## config.mk

```make
export PLATFORM = sky130hd
export DESIGN_NAME = bcm_plane_scheduler
export DESIGN_NICKNAME = d
export VERILOG_FILES = /design/src/rtl/bcm_plane_scheduler.sv
export SDC_FILE = /design/constraint.sdc
export NUM_CORES = 1
export LEC_CHECK = 0
export ABC_AREA = 0
export BUFFER_PORTS_ARGS = -buffer_cell sky130_fd_sc_hd__buf_2
export CORE_MARGIN = 2
export CORE_UTILIZATION = 57
export CTS_CLUSTER_SIZE = 12
export DETAILED_ROUTE_END_ITERATION = 16
export GPL_TIMING_DRIVEN = 1
export MAX_ROUTING_LAYER = met4
export PLACE_DENSITY = 0.74
export SLEW_MARGIN = 5
export SYNTH_ARGS = -nofsm -noshare
export SYNTH_HDL_FRONTEND = slang
export SYNTH_SLANG_ARGS = --single-unit
```

## constraint.sdc

```tcl
create_clock -name clk -period 2.76 [get_ports clk]
set_input_delay 0 -clock clk [delete_from_list [all_inputs] [get_ports clk]]
set_output_delay 0 -clock clk [all_outputs]
set_load 0.05 [all_outputs]
```

## src/rtl/bcm_plane_scheduler.sv

```systemverilog
// bcm_plane_scheduler: binary-coded-modulation refresh sequencer for a HUB75
// RGB matrix. For every row it walks bit-planes 0..3; each plane is shifted
// out of frame memory, latched, shown for BASE_CYCLES<<plane clocks, then
// blanked for one clock before the next plane starts.
module bcm_plane_scheduler #(
  parameter  int COLS        = 64,
  parameter  int ROWS        = 32,
  parameter  int BASE_CYCLES = 8,
  localparam int COL_W       = $clog2(COLS),
  localparam int ROW_W       = $clog2(ROWS)
) (
  input  logic                   clk,
  input  logic                   rst_n,
  input  logic                   enable,
  output logic [ROW_W+COL_W-1:0] mem_addr,
  output logic                   mem_rd,
  output logic [1:0]             plane_sel,
  output logic                   sclk,
  output logic                   latch,
  output logic                   oe_n,
  output logic [ROW_W-1:0]       row_addr,
  output logic                   frame_done,
  output logic                   busy
);

  // Display down-counter must hold BASE_CYCLES<<3.
  localparam int CNT_W = $clog2(BASE_CYCLES * 8 + 1);
  // Shift-step index runs 0..2*COLS inclusive.
  localparam int S_W   = COL_W + 2;
  localparam logic [S_W-1:0] S_LAST = S_W'(2 * COLS);

  typedef enum logic [2:0] {
    ST_IDLE,
    ST_SHIFT,
    ST_LATCH,
    ST_DISPLAY,
    ST_BLANK
  } state_t;

  state_t                   state_q, state_d;
  logic [S_W-1:0]           s_q, s_d;
  logic [CNT_W-1:0]         cnt_q, cnt_d;
  logic [ROW_W-1:0]         row_q, row_d;
  logic [1:0]               plane_q, plane_d;

  logic [ROW_W+COL_W-1:0]   mem_addr_q, mem_addr_d;
  logic                     mem_rd_q, mem_rd_d;
  logic                     sclk_q, sclk_d;
  logic                     latch_q, latch_d;
  logic                     oe_n_q, oe_n_d;
  logic [ROW_W-1:0]         row_addr_q, row_addr_d;
  logic                     frame_done_q, frame_done_d;
  logic                     busy_q, busy_d;

  // Next-state logic: sequencing of rows, planes, shift steps and display time.
  always_comb begin
    state_d      = state_q;
    s_d          = s_q;
    cnt_d        = cnt_q;
    row_d        = row_q;
    plane_d      = plane_q;
    frame_done_d = 1'b0;
    case (state_q)
      ST_IDLE: begin
        if (enable) begin
          state_d = ST_SHIFT;
          s_d     = '0;
          row_d   = '0;
          plane_d = 2'd0;
        end
      end
      ST_SHIFT: begin
        if (s_q == S_LAST) begin
          state_d = ST_LATCH;
        end else begin
          s_d = s_q + S_W'(1);
        end
      end
      ST_LATCH: begin
        state_d = ST_DISPLAY;
        cnt_d   = CNT_W'(BASE_CYCLES) << plane_q;
      end
      ST_DISPLAY: begin
        if (cnt_q <= CNT_W'(1)) begin
          state_d = ST_BLANK;
        end else begin
          cnt_d = cnt_q - CNT_W'(1);
        end
      end
      ST_BLANK: begin
        s_d = '0;
        if (plane_q == 2'd3) begin
          plane_d      = 2'd0;
          row_d        = row_q + ROW_W'(1);  // power-of-two rows wrap naturally
          frame_done_d = (row_q == ROW_W'(ROWS - 1));
        end else begin
          plane_d = plane_q + 2'd1;
        end
        // enable only matters here, so a plane is never cut short.
        if (enable) begin
          state_d = ST_SHIFT;
        end else begin
          state_d = ST_IDLE;
          row_d   = '0;
          plane_d = 2'd0;
        end
      end
      default: begin
        state_d = ST_IDLE;
      end
    endcase
  end

  // Output decode from the next state so every pin comes straight from a flop
  // and lines up with the state it belongs to.
  always_comb begin
    mem_rd_d   = (state_d == ST_SHIFT) && !s_d[0] && (s_d < S_LAST);
    mem_addr_d = mem_rd_d ? {row_d, s_d[COL_W:1]} : mem_addr_q;
    // Column c is read at step 2c, valid from 2c+1, clocked into the panel at 2c+2.
    sclk_d     = (state_d == ST_SHIFT) && !s_d[0] && (s_d != '0);
    latch_d    = (state_d == ST_LATCH);
    oe_n_d     = (state_d != ST_DISPLAY);
    row_addr_d = (state_d == ST_LATCH) ? row_d : row_addr_q;
    busy_d     = (state_d != ST_IDLE);
  end

  // State and output registers; oe_n is preset so the panel blanks on reset.
  always_ff @(posedge clk or negedge rst_n) begin
    if (!rst_n) begin
      state_q      <= ST_IDLE;
      s_q          <= '0;
      cnt_q        <= '0;
      row_q        <= '0;
      plane_q      <= 2'd0;
      mem_addr_q   <= '0;
      mem_rd_q     <= 1'b0;
      sclk_q       <= 1'b0;
      latch_q      <= 1'b0;
      oe_n_q       <= 1'b1;
      row_addr_q   <= '0;
      frame_done_q <= 1'b0;
      busy_q       <= 1'b0;
    end else begin
      state_q      <= state_d;
      s_q          <= s_d;
      cnt_q        <= cnt_d;
      row_q        <= row_d;
      plane_q      <= plane_d;
      mem_addr_q   <= mem_addr_d;
      mem_rd_q     <= mem_rd_d;
      sclk_q       <= sclk_d;
      latch_q      <= latch_d;
      oe_n_q       <= oe_n_d;
      row_addr_q   <= row_addr_d;
      frame_done_q <= frame_done_d;
      busy_q       <= busy_d;
    end
  end

  assign mem_addr   = mem_addr_q;
  assign mem_rd     = mem_rd_q;
  assign plane_sel  = plane_q;  // only changes on IDLE/BLANK exit, never in SHIFT
  assign sclk       = sclk_q;
  assign latch      = latch_q;
  assign oe_n       = oe_n_q;
  assign row_addr   = row_addr_q;
  assign frame_done = frame_done_q;
  assign busy       = busy_q;

endmodule

```

==> flow_summary.ini <==
[yosys]
yosys.area.top_type_share = 0.509
synth.area.mux_share = 0.0841
ys_warn_count = 0
netlist_area_um2 = 2260
synth_top_family_by_area = simple AND/OR/NAND/NOR gates
synth_fa_ha_area_frac = 0.0553
synth-xor-area-share = 0
postSynthAreaPerCell_um2 = 10.6
synth_cell_type_count = 41
synth_edf_count = 0
synth-async-reset-ratio = 1.00
syn_nets = 227
ys_ff_latch = 47
synthSimpleGateAreaFrac = 0.160
synth_compound_area_frac = 0.146
yosysTopAreaCell = dfrtp_1
ys_top_cells_by_area = dfrtp_1 (51%), mux2_2 (8.0%), o21ai_0 (6.0%)
synth_cells = 214
synth_flop_cell = dfrtp_1
seq_area_frac_synth = 0.520

[min_path]
hold_class = in2reg
hp-start = enable
hold_path_depth = 3

[grt]
antenna_found_initial = 0
grtUsageTotal = 0.228
first_global_vias = 1577
grt_pass1_wl_mm = 7.40
overflow = 0
grt_max_degree = 48

[power]
combPwrFrac = 0.265
power_mw = 1.86
irDropWorstVdd_mv = 0.667
internal_power_mw = 1.23
p_sw_uw = 632
seqPwrFrac = 0.453
power.share.switching = 0.339
power_leakage_nw = 1.29
powerDensity_nw_per_um2 = 723
clkPwrFrac = 0.282

[floorplanning]
die_w_um = 67.0
dieHeight_um = 67.0
num_io_pins = 27
rows = 22
start_util = 0.604
dieArea_um2 = 4490
core-area_um2 = 3740

[critical_path]
max_stage_delay_ns = 0.46
crit_fanout = 8
worst-path-buf-inv = 1
cp.arrival_ns = 2.71
path_cells = inv_1, ha_1, nor3b_1, a21oi_1, a221o_1, or4_1, o41a_1
cp.depth = 7
r2r_start = s_q[0]
startpoint_type = register
crit_slowest_cell = dfrtp_1
crit_start = s_q[0]
critical-path-top-delay-family = compound AO/OA/AOI/OAI gates
required_ns = 2.94
worstRegToRegCells = 7
worstSetupEndpointType = register
path_class = reg2reg

[place]
hpwl_mm = 3.03
dpl-instance-area_um2 = 2450
dp_worst_setup_slack_ns = 0.276
port_buffers = 26
place_congestion = 0.809

[drt]
final_antenna_net_count = 0
via_per_inst = 5.70
num_vias = 1681
first_iter_violations = 98
drt_drc_violations_left = 0
drtPass1Iterations = 4
avgRoutedWirePerCell_um = 14.8
wirelength_mm = 4.36

[clocking]
cts.path.max_buffers = 2
path_clk_slew_ns = 0.09
post-cts-setup-buffers = 0
cts-hold-fix-buffers = 1
cts-root-buf = clkbuf_8
cts_tree = yes
clock-sinks = 47
cts_buffers = 5
h-tree-depth = 2
cts_resized = 0
clkLatencyLatePin_ns = 0.30

[cells_and_area]
final_cell_mix = dfrtp_1 (46), o21ai_0 (27), buf_2 (26)
nets = 259
n_antenna_cell = 0
syn_to_final_growth_pct = 13.9
final_area_um2 = 2580
final_common_cell = dfrtp_1
layout-drive-gt1-share = 0.243

[sta]
slew_violations = 0
relSlewSlack = 0.309
hold_viol = 0
worstMarginPinSlew_ns = 1.04
layout_min_cycle_time_ns = 2.53
setup_viol = 0
fmax_ghz = 0.395
skew_ns = 0.00572
rsz0062_at_grt = no
period_share = 0.916
setup_tns_ns = 0
setup_ws_ns = 0.231

[status]
status = finished, final reports clean

[run]
maxCapViolCount = 0
routing by layer:
layer  wire length, um  vias up  share of wire  global-route usage
li1                  -      835              -                   -
met1              2120      806           0.48               0.304
met2              2070       38           0.48               0.349
met3               151        2          0.035              0.0507
met4                21        0         0.0048              0.0714
met5                 0        -              0                   -
cell families after synthesis:
family / Yosys count
buffers and inverters: 16
AO/OA/AOI/OAI: 54
AND/OR/NAND/NOR: 70
multiplexers: 17
adder cells (fa/ha/maj): 10
flip-flops: 47
area by class of cell:
| type | instances | area (um^2) |
|---|---|---|
| clock inverter | 2 | 38.8 |
| inverter | 9 | 33.8 |
| fill | 298 | 1170 |
| multi-input combinational | 151 | 1010 |
| sequential | 47 | 1180 |
| tap | 48 | 60.1 |
| clock buffer | 6 | 82.6 |
| timing repair buffer | 32 | 178 |
flip-flops by register name, summed over array words and instances (netlist names):
name / cells
busy: 1
plane_sel: 2
s_q: 8
cnt_q: 7
frame_done: 1
row_q: 5
sclk: 1
row_addr: 5
mem_addr: 11
state_q: 3
mem_rd: 1
oe_n: 1
latch: 1
worst min-delay path: cells and delay by family:
family	cells	cell delay, ns
buffers and inverters	1	0.14
and+or+nand+nor	1	0.10
AOI/OAI and AO/OA	1	0.05
cells in the mapped netlist (all sizes together) (2+ instances only):
cell    count
dfrtp      46
o21ai      27
nor2       18
mux2       16
nand2      15
ha         10
nand3       9
inv         8
a21oi       7
nor3        5
buf         4
a22oi       3
a31oi       3
clkbuf      3
nand4       3
nor4        3
o211ai      3
or4         3
a21o        2
a22o        2
nand2b      2
nor2b       2
nor3b       2
or2         2
metrics by stage:
stage,std cells,utilization,hold WS [ns]
after floorplan,214,-,-0.296
after global placement,286,0.653,0.233
after detailed placement,286,0.653,0.242
after CTS,295,0.689,0.0257
after global routing,295,0.689,0.0743
final,295,0.689,0.0365
power groups by stage:
| stage | sequential [mW] | clock [mW] | combinational [mW] |
|---|---|---|---|
| finish | 0.844 | 0.526 | 0.494 |
| global route | 0.855 | 0.572 | 0.534 |
| CTS | 0.842 | 0.539 | 0.497 |
| detailed placement | 0.853 | 0 | 0.492 |
| global placement | 0.853 | 0 | 0.486 |
| floorplan | 0.995 | 0 | 0.220 |
worst paths after layout:
path / end / slack (ns)
worst max-delay path: sclk / 0.23
max in group asynchronous: row_addr[4] / 1.70
min in group asynchronous: cnt_q[4] / 0.42
worst min-delay path: busy / 0.04
worst max register to register: sclk / 0.23
worst min register to register: row_addr[0] / 0.51
Power figures use the tool's default switching activity.
